[src/rtl/writeback_ctrl.sv]
// Register write-back sequencer: accepts one request at a time, waits MEM_WAIT
// cycles for load data, then issues a single register-file write and a done pulse.
module writeback_ctrl #(
   parameter int unsigned MEM_WAIT = 2
) (
   input  logic       clk,
   input  logic       reset,
   input  logic       wb_req,
   input  logic [3:0] wb_src,
   input  logic [4:0] wb_dst,
   input  logic       wb_is_load,
   input  logic [1:0] wb_size,
   output logic       wb_busy,
   output logic       wb_done,
   output logic       wb_err,
   output logic [3:0] mem_to_reg_sel,
   output logic       reg_wr,
   output logic [4:0] reg_wr_addr,
   output logic [1:0] ls_ctrl
);

   localparam logic [3:0] C_WAIT_INIT = 4'(MEM_WAIT - 1);

   typedef enum logic [2:0] {
      S_IDLE,
      S_WAIT,
      S_WRITE,
      S_DONE,
      S_ERR
   } state_t;

   state_t     r_state, w_state_next;
   logic [3:0] r_wait_cnt, w_wait_cnt_next;
   logic [3:0] r_sel, w_sel_next;
   logic [4:0] r_addr, w_addr_next;
   logic [1:0] r_ls, w_ls_next;
   logic       r_busy, r_done, r_err, r_reg_wr;
   logic       w_illegal;

   assign w_illegal = (wb_src > 4'd8) || (wb_is_load && (wb_size == 2'b11));

   always_comb begin
      w_state_next    = r_state;
      w_wait_cnt_next = r_wait_cnt;
      w_sel_next      = r_sel;
      w_addr_next     = r_addr;
      w_ls_next       = r_ls;
      case (r_state)
         S_IDLE: begin
            if (wb_req) begin
               if (w_illegal) begin
                  w_state_next = S_ERR;
               end else begin
                  w_sel_next  = wb_src;
                  w_addr_next = wb_dst;
                  w_ls_next   = wb_size;
                  if (wb_is_load) begin
                     w_state_next    = S_WAIT;
                     w_wait_cnt_next = C_WAIT_INIT;
                  end else begin
                     w_state_next = S_WRITE;
                  end
               end
            end
         end
         S_WAIT: begin
            // Counter reads zero in the last wait cycle, so WAIT spans MEM_WAIT cycles.
            if (r_wait_cnt == 4'd0) begin
               w_state_next = S_WRITE;
            end else begin
               w_wait_cnt_next = r_wait_cnt - 4'd1;
            end
         end
         S_WRITE: w_state_next = S_DONE;
         S_DONE:  w_state_next = S_IDLE;
         S_ERR:   w_state_next = S_IDLE;
         default: w_state_next = S_IDLE;
      endcase
   end

   // Outputs are registered from the next state so they line up with the state itself.
   always_ff @(posedge clk or negedge reset) begin
      if (!reset) begin
         r_state    <= S_IDLE;
         r_wait_cnt <= 4'd0;
         r_sel      <= 4'd0;
         r_addr     <= 5'd0;
         r_ls       <= 2'b00;
         r_busy     <= 1'b0;
         r_done     <= 1'b0;
         r_err      <= 1'b0;
         r_reg_wr   <= 1'b0;
      end else begin
         r_state    <= w_state_next;
         r_wait_cnt <= w_wait_cnt_next;
         r_sel      <= w_sel_next;
         r_addr     <= w_addr_next;
         r_ls       <= w_ls_next;
         r_busy     <= (w_state_next != S_IDLE);
         r_done     <= (w_state_next == S_DONE);
         r_err      <= (w_state_next == S_ERR);
         r_reg_wr   <= (w_state_next == S_WRITE) && (w_addr_next != 5'd0);
      end
   end

   assign wb_busy        = r_busy;
   assign wb_done        = r_done;
   assign wb_err         = r_err;
   assign reg_wr         = r_reg_wr;
   assign mem_to_reg_sel = r_sel;
   assign reg_wr_addr    = r_addr;
   assign ls_ctrl        = r_ls;

endmodule
[config.mk]
export PLATFORM = sky130hd
export DESIGN_NAME = writeback_ctrl
export DESIGN_NICKNAME = d
export VERILOG_FILES = /design/src/rtl/writeback_ctrl.sv
export SDC_FILE = /design/constraint.sdc
export NUM_CORES = 1
export LEC_CHECK = 0
export CORE_MARGIN = 2
export CORE_UTILIZATION = 45
export DETAILED_ROUTE_END_ITERATION = 7
export PLACE_DENSITY = 0.8
export SLEW_MARGIN = 15
export SYNTH_ARGS = -nofsm -noshare
export SYNTH_HDL_FRONTEND = slang
export SYNTH_SLANG_ARGS = --single-unit
export TNS_END_PERCENT = 5
[constraint.sdc]
create_clock -name clk -period 2.3 [get_ports clk]
set_clock_uncertainty 0.2 [all_clocks]
set_input_delay 0.46 -clock clk [delete_from_list [all_inputs] [get_ports clk]]
set_output_delay 0.46 -clock clk [all_outputs]
set_load 0.05 [all_outputs]
# Word-level counts from Yosys, hierarchy flattened
# Cells that the tools add are included.
[word_totals]
reg_bits = 22
inputBits = 15
output_inout_bits = 15
word_cells = 45
[op_classes]
addsub = 1
magnitude_cmp = 1
n_eq_ne = 10
n_mux = 13
bitwise_logic = 1
n_reduce_logical = 10
[op_table]
columns = ["op", "count"]
rows = [
  ["2-to-1 mux 4 bit", 4],
  ["2-to-1 mux 5 bit", 3],
  ["equality test 3 x 2 -> 1 bit, second input constant", 3],
  ["2-to-1 mux 3 bit", 3],
  ["one-hot mux 3 bit (3 select lines)", 1],
  ["!= test 2 bit, second input constant", 4],
  ["one-hot mux 4 bit (2 select lines)", 1],
  ["AND reduction 5 bit", 1],
  ["nonzero test 5 bit", 1],
  ["> comparator 4 bit, second input constant", 1],
  ["zero test 4 bit", 1],
  ["subtractor 4 x 1 -> 4 bit, second input constant", 1],
  ["equality test 3 x 1 -> 1 bit, second input constant", 1],
  ["equality test 3 bit, second input constant", 1],
  ["zero test 3 bit", 1],
  ["AND reduction 3 bit", 1],
  ["nonzero test 3 bit", 1],
  ["equality test 2 bit, second input constant", 1],
  ["logical AND 1 bit", 2],
  ["2-to-1 mux 2 bit", 1],
  ["nonzero test 2 bit", 1],
  ["logical OR 1 bit", 1],
  ["inverter 1 bit", 1],
]

# Longest topological paths before layout
# Gate-level depths: netlist of run 1.
[logic_depth]
word_depth = 8
depth_mapped = 6
ltp_nobuf = 6

# Worst setup path before layout of run 1
# No wires, ideal clock.
[synth_path]
path_kind = "input to register"
startpoint = "input port wb_req"
endpoint = "register r_ls[0] (netlist: ls_ctrl[0])"
setup_ns = 0.125
arrival_ns = 1.603
required_ns = 1.975
path_slack_ns = 0.372
path_stages = 4
n_path_buf = 1
path_cell_list = "or4b_4 -> nand3b_4 -> buf_6 -> mux2_4"
[synth_between]
elab_chain_len = 1
[synth_lines]
columns = ["item", "line", "text"]
rows = [
  ["start: declaration", "8", "input logic wb_req,"],
  ["AND reduction 3 bit (no line)", "-", ""],
  ["end signal: assignment", "98", "r_ls <= w_ls_next;"],
  ["end: declaration", "36", "logic [1:0] r_ls, w_ls_next;"],
]
# Every way passes these cells.
# A chain may end at the register's enable or synchronous reset.

# Worst setup path after layout of run 1
[layout_path]
startpoint = "register r_addr[3] (netlist: reg_wr_addr[3])"
endpoint = "output port reg_wr_addr[3]"
[layout_rtl]
columns = ["item", "line", "text"]
rows = [
  ["start: declaration", "35", "logic [4:0] r_addr, w_addr_next;"],
  ["start signal: assignment", "97", "r_addr <= w_addr_next;"],
  ["end: declaration", "18", "output logic [4:0] reg_wr_addr,"],
]
# No word-level cell between the ends.

==> results of run 1 <==
flip-flops by register name (all words and copies together), names as in the netlist:
signal          cells
r_wait_cnt          4
wb_busy             1
ls_ctrl             2
wb_done             1
reg_wr_addr         5
reg_wr              1
r_state             3
wb_err              1
mem_to_reg_sel      4
power by group:
group,switching (mW),internal (mW)
Sequential,0.114,0.561
Combinational,0.676,0.481
Clock,0.105,0.0610
kinds of logic (layout without fill, tap and decap cells):
kind of cell | Yosys count | count (layout) | synth area share
flops | 22 | 22 | 0.546
simple gates | 22 | 22 | 0.141
mux | 11 | 11 | 0.153
compound gates | 9 | 9 | 0.0844
buf+inv | 7 | 43 | 0.0335
fa+ha+maj | 2 | 2 | 0.0248
xor+xnor | 2 | 2 | 0.0174
placed cells by master, fill, tap and decap left out, types with 2 or more instances in the layout:
cell and instances:
nand2_1 3, mux2_4 8, nor2_1 4, clkbuf_4 3, clkdlybuf4s50_1 29, buf_4 5
inv_1 6, dfrtp_1 22, nor3_1 4, xor2_1 2, ha_1 2, nand4_1 2
mux2_2 3, a21oi_1 3
worst reg2reg max path, stage by stage (launching register included):
cell,delay [ns]
dfrtp_1,0.41
or4b_4,0.58
nand3b_4,0.32
mux2_4,0.36
final cells by class:
| type | count | area, um^2 |
|---|---|---|
| repair buffers | 34 | 328 |
| fillers | 179 | 787 |
| clock buffers | 3 | 22.5 |
| flip-flops and latches | 22 | 551 |
| inverters | 6 | 22.5 |
| multi-input cells | 46 | 424 |
| well taps | 28 | 35.0 |
layer usage:
metal	up-vias	track usage	wire, um
met5	-	0	0
met4	0	0.0921	40
met3	4	0.0322	103
met2	24	0.275	868
met1	329	0.202	850
li1	345	-	-
worst min-delay path by stage:
| stage | slack, ns | to | start |
|---|---|---|---|
| CTS | 0.30 | reg_wr_addr[2] | reset |
| detailed placement | 0.30 | mem_to_reg_sel[0] | mem_to_reg_sel[0] |
| global placement | 0.30 | mem_to_reg_sel[2] | mem_to_reg_sel[2] |
| finish | 0.30 | reg_wr | reset |
| global route | 0.31 | reg_wr_addr[4] | reset |
| floorplan | -0.04 | ls_ctrl[0] | reset |
through the flow:
stage	TNS (ns)	cells	area, um^2	utilization
after global routing	0	139	1380	0.637
after floorplan	0	75	1010	-
after global placement	-1.17	136	1360	0.627
final	0	139	1380	0.637
after detailed placement	-1.59	136	1360	0.627
after CTS	0	139	1380	0.637
==> run metrics, run 1 <==
dominant cell type by area after synthesis=dfrtp_1; Die X=51.3 um; Layout Nets=130; top cells by area, synth=dfrtp_1 55%, mux2_4 12%, mux2_2 3.3%, a2111oi_4 2.7%, ha_1 2.5%; core area=0.00217 mm^2; Root Driver=clkbuf_4; Fmax=461 MHz; Final min period=2.17 ns; pwr dens=1450 mW/mm^2; beginning of the worst register-to-register path=r_state[2]; drt wl/cell=13.4 um; die area=0.00264 mm^2; Ys Warns=0; Max clock buf depth=2; Seq cells post-synth=22; Hold WS=0.299 ns; CP Capture Type=primary output; global-route wire length before repair=3130 um; I/O pins=30; pre-CTS setup slack=-0.120 ns; final hold viol count=0; GPL Wtd Cong=0.782; most frequent cell after synthesis=dfrtp_1; layout cells sized above 1=0.216; pin count of the biggest net entering global routing=23; final count of pins violating max slew=0; arrival time of the worst setup path=1.51 ns; Critical Path RT=1.64 ns; post-cts sizing count=0; drt via density=5.05; Final Power=2.00 mW; critical path cell sequence=clkdlybuf4s50_1; Slowest-stage cell, CP=clkdlybuf4s50_1; RSZ-0062 raised after global routing=false; via count=702; CP Depth=1; crit-path max FO=3; peak supply drop=847 uV; Initial Util=0.465; Mean Syn Cell Area=13.4 um^2; Final ANT Viol Nets=0; Hold-fix buffers, CTS=0; main flop type after synthesis=dfrtp_1; TritonCTS clock tree=yes; # setup viols final=0; fraction of the yosys area taken by sequential cells=0.546; worst slew pin tran=0.498 ns; Setup crit start kind=flop; Port Buffers=29; Mapped Cells=75; Critical path destination=reg_wr_addr[3]; max-cap check violation count=0; CTS H-tree lvls=1; Pre-antenna DRT Iters=3; clock sinks=22; worst setup path category=reg -> out; num rows=17; WP buf/inv=1; synth cell count leaders=22 x dfrtp_1, 8 x mux2_4, 6 x inv_1; slew margin rel.=0.667; number of enable flip-flop cells after synthesis=0; Total Wirelength=1860 um; worst skew pair latency=0.30 ns; ys async rst share=1.00; GRT Util Overall=0.166; worst r2r dst=reg_wr_addr[3]; GRT overflow=0; HPWL Detailed=1480 um; cts bufs inserted=3; vias in the first global route=715; post-synth top area share=0.546; # DRC=0; Reg2Reg Setup Slack=0.34 ns; worst hold path class=in -> async; antenna violations before repair=0; synth-to-layout area growth=37.1%; Leak=0.639 nW; status=finished clean; fin crit share=0.942; synthesized area=0.00101 mm^2; n_diodes=0; crit-path leading delay family=buffers and inverters; Post-Syn Nets=92; Setup Fix Bufs, Post-CTS=0; Register-to-Register Path Depth=3; DRT iter0 DRCs=6; Final WS setup=0.132 ns; clock slew at the register clock pins of the worst setup and hold paths=0.11 ns; Crit. Startpoint=reg_wr_addr[3]; CP peak stage delay=0.82 ns; Netlist cell types=27; Die H=51.3 um
(Power assumes the default switching activity.)
==> inputs of run 2 (changes only) <==
--- a/config.mk
+++ b/config.mk
@@ -5,8 +5,9 @@
 export SDC_FILE = /design/constraint.sdc
 export NUM_CORES = 1
 export LEC_CHECK = 0
+export ABC_AREA = 1
 export CORE_MARGIN = 2
-export CORE_UTILIZATION = 45
+export CORE_UTILIZATION = 46
 export DETAILED_ROUTE_END_ITERATION = 7
 export PLACE_DENSITY = 0.8
 export SLEW_MARGIN = 15
==> run 2 against run 1 <==
  * Global-route usage down 0.40 points
  * Routed wire length grew 5.8%
  * Register-to-register slack improved by 0.29 ns
  * Synthesized cell count rose by 63%
  * Clock power hardly changed
  * Via count up 20%
  * Critical path depth unchanged
  * Maximum frequency grew 1.1%
  * Sequential cell count stayed put
  * Design area rose by 2.6%
  * Total power up 0.16%
  * Sequential share of layout area down 1.0 points
  * Critical endpoint is now mem_to_reg_sel[2]
==> run metrics, run 2 <==
status=finished clean (unchanged); Leak=0.747 nW (was 0.639 nW); Root Driver=clkbuf_4 (unchanged); worst setup path category=reg -> out (unchanged); max-cap check violation count=0 (unchanged); GR Layer Usage met2=0.274 (was 0.275); Post-Layout Cell Count=183 (was 139); final count of pins violating max slew=0 (unchanged); internal power=1.01 mW (was 1.10 mW); clock slew at the register clock pins of the worst setup and hold paths=0.11 ns (about the same); largest family of logic cells by synthesized area=simple AND/OR/NAND/NOR gates (was multiplexers); layout cells sized above 1=0.116 (was 0.216); Layout Nets=174 (was 130); Simple-Gate Fraction of Synth Area=0.281 (was 0.141); min-delay src=r_state[0]; arrival time of the worst setup path=1.48 ns (was 1.51 ns); final hold viol count=0 (unchanged); I/O pins=30 (unchanged); GR peak layer=met2 (unchanged); Port Buffers=29 (unchanged); top cells by area, synth=dfrtp_1 52%, nand2_1 11%, inv_1 9.5%, nor2_1 2.8%, ha_1 2.3% (was dfrtp_1 55%, mux2_4 12%, mux2_2 3.3%, a2111oi_4 2.7%, ha_1 2.5%); peak supply drop=910 uV (was 847 uV); sequential power share=0.322 (was 0.338); Setup crit start kind=flop (unchanged); # DRC=0 (unchanged); combinational power share=0.597 (was 0.579); Final ANT Viol Nets=0 (unchanged); CP peak stage delay=0.81 ns (was 0.82 ns); fraction of the yosys area taken by sequential cells=0.516 (was 0.546); CTS H-tree lvls=1 (unchanged); ys async rst share=1.00 (unchanged); post-synthesis xor/xnor area fraction=0.0164 (was 0.0174); GR Layer Usage met1=0.193 (was 0.202); # setup viols final=0 (unchanged); worst slew pin tran=0.516 ns (was 0.498 ns); Slowest-stage cell, CP=clkdlybuf4s50_1 (unchanged); DRT iter0 DRCs=5 (was 6); number of enable flip-flop cells after synthesis=0 (unchanged); Max clock buf depth=2 (unchanged); fin crit share=0.932 (was 0.942); Synth Area in Compound Gates=0.0504 (was 0.0844); Critical Path RT=1.64 ns (about the same); main flop type after synthesis=dfrtp_1 (unchanged); Post-Syn Nets=139 (was 92); Register-to-Register Path Depth=8 (was 3); Setup Fix Bufs, Post-CTS=0 (unchanged); Largest register FFs=5 (unchanged); Initial Util=0.482 (was 0.465); synthesized area=0.00107 mm^2 (was 0.00101 mm^2); HPWL Detailed=1610 um (was 1480 um); switch share=0.495 (was 0.448); switching pwr=0.991 mW (was 0.896 mW); core area=0.00221 mm^2 (was 0.00217 mm^2); critical path cell sequence=clkdlybuf4s50_1 (unchanged); post-synthesis mux area share=0 (was 0.153); GRT overflow=0 (unchanged); Hold-fix buffers, CTS=0 (unchanged); TNS Setup=0 ns (unchanged); global-route wire length before repair=3210 um (was 3130 um); die area=0.00272 mm^2 (was 0.00264 mm^2); clock power share=0.081 (was 0.083); post-cts sizing count=0 (unchanged); crit-path leading delay family=buffers and inverters (unchanged); RSZ-0062 raised after global routing=false (unchanged); hold-critical path depth=1; TritonCTS clock tree=yes (unchanged); synth-to-layout area growth=32.9% (was 37.1%); slew margin rel.=0.655 (was 0.667); Die X=52.2 um (was 51.3 um); CP Capture Type=primary output (unchanged); cts bufs inserted=3 (unchanged); Ys Warns=0 (unchanged); most frequent cell after synthesis=nand2_1 (was dfrtp_1); Seq cells post-synth=22 (unchanged); Final min period=2.14 ns (was 2.17 ns); Fmax=466 MHz (was 461 MHz); drt wl/cell=10.8 um (was 13.4 um); fin util=0.641 (was 0.637); Mean Syn Cell Area=8.75 um^2 (was 13.4 um^2); clock sinks=22 (unchanged); beginning of the worst register-to-register path=r_state[2] (unchanged); vias in the first global route=826 (was 715); worst skew pair latency=0.29 ns (was 0.30 ns); pin count of the biggest net entering global routing=23 (unchanged); pwr dens=1410 mW/mm^2 (was 1450 mW/mm^2); met3 Use GR=0.0371 (was 0.0322); antenna violations before repair=0 (unchanged); dominant cell type by area after synthesis=dfrtp_1 (unchanged); Reg2Reg Setup Slack=0.63 ns (was 0.34 ns); most frequent cells in the layout=31 x nand2_1, 29 x clkdlybuf4s50_1, 27 x inv_1 (was 29 x clkdlybuf4s50_1, 22 x dfrtp_1, 8 x mux2_4); worst r2r dst=reg_wr (was reg_wr_addr[3]); post-synth top area share=0.516 (was 0.546); crit-path max FO=2 (was 3); Netlist cell types=23 (was 27); Die H=52.2 um (was 51.3 um); WP buf/inv=1 (unchanged); most common cell after layout, fill and taps aside=nand2_1 (was clkdlybuf4s50_1); Synth Area in Adders=0.0234 (was 0.0248); Final Power=2.00 mW (about the same); Total Wirelength=1970 um (was 1860 um); GRT Util Overall=0.162 (was 0.166); synth cell count leaders=31 x nand2_1, 27 x inv_1, 22 x dfrtp_1 (was 22 x dfrtp_1, 8 x mux2_4, 6 x inv_1); Hold Path Sink=wb_done; via count=844 (was 702); drt via density=4.61 (was 5.05); n_diodes=0 (unchanged); Mapped Cells=122 (was 75); num rows=17 (unchanged); Pre-antenna DRT Iters=2 (was 3); worst hold path class=reg -> reg (was in -> async); cell total after placement=180 (was 136); GPL Wtd Cong=0.795 (was 0.782)
==> run 2: worst max-delay path by stage <==
| stage | depth (start not counted) | start | endpoint |
|---|---|---|---|
| 2_1_floorplan | 9 | wb_req | reg_wr |
| 3_3_place_gp | 8 | wb_req | reg_wr |
| 3_5_place_dp | 8 | wb_is_load | r_wait_cnt[3] |
| 4_1_cts | 1 | mem_to_reg_sel[2] | mem_to_reg_sel[2] |
| 5_1_grt | 1 | mem_to_reg_sel[2] | mem_to_reg_sel[2] |
| 6_report | 1 | mem_to_reg_sel[2] | mem_to_reg_sel[2] |
==> run 2: cell families after synthesis <==
kind of cell    count (synthesis)
compound gates                  9
xor+xnor                        2
fa+ha+maj                       2
buf+inv                        30
flops                          22
simple gates                   57
==> run 2: power groups by stage <==
stage | sequential (mW) | clock [mW] | combinational (mW)
3_3_place_gp | 0.647 | 0 | 1.18
6_report | 0.644 | 0.163 | 1.19
4_1_cts | 0.645 | 0.171 | 1.21
5_1_grt | 0.660 | 0.182 | 1.29
2_1_floorplan | 1.05 | 0 | 0.438
3_5_place_dp | 0.650 | 0 | 1.20
==> run 2: metrics by stage <==
step | hold slack [ns] | setup slack, ns | instance area (um^2)
2_1_floorplan | -0.0356 | 0.803 | 1070
4_1_cts | 0.282 | 0.140 | 1420
3_5_place_dp | 0.264 | 0.164 | 1400
5_1_grt | 0.311 | 0.0915 | 1420
6_report | 0.269 | 0.156 | 1420
3_3_place_gp | 0.260 | 0.196 | 1400
==> run 2: layout make-up <==
cell class              count  area, um^2
inverters                  29         109
flip-flops and latches     22         551
repair buffers             31         305
clock buffers               3        22.5
multi-input cells          70         397
well taps                  28        35.0
fillers                   197         793
==> run 2: routing by layer <==
layer  share of wire  up-vias
li1                -      437
met1            0.44      385
met2            0.50       20
met3           0.049        2
met4          0.0081        0
met5               0        -
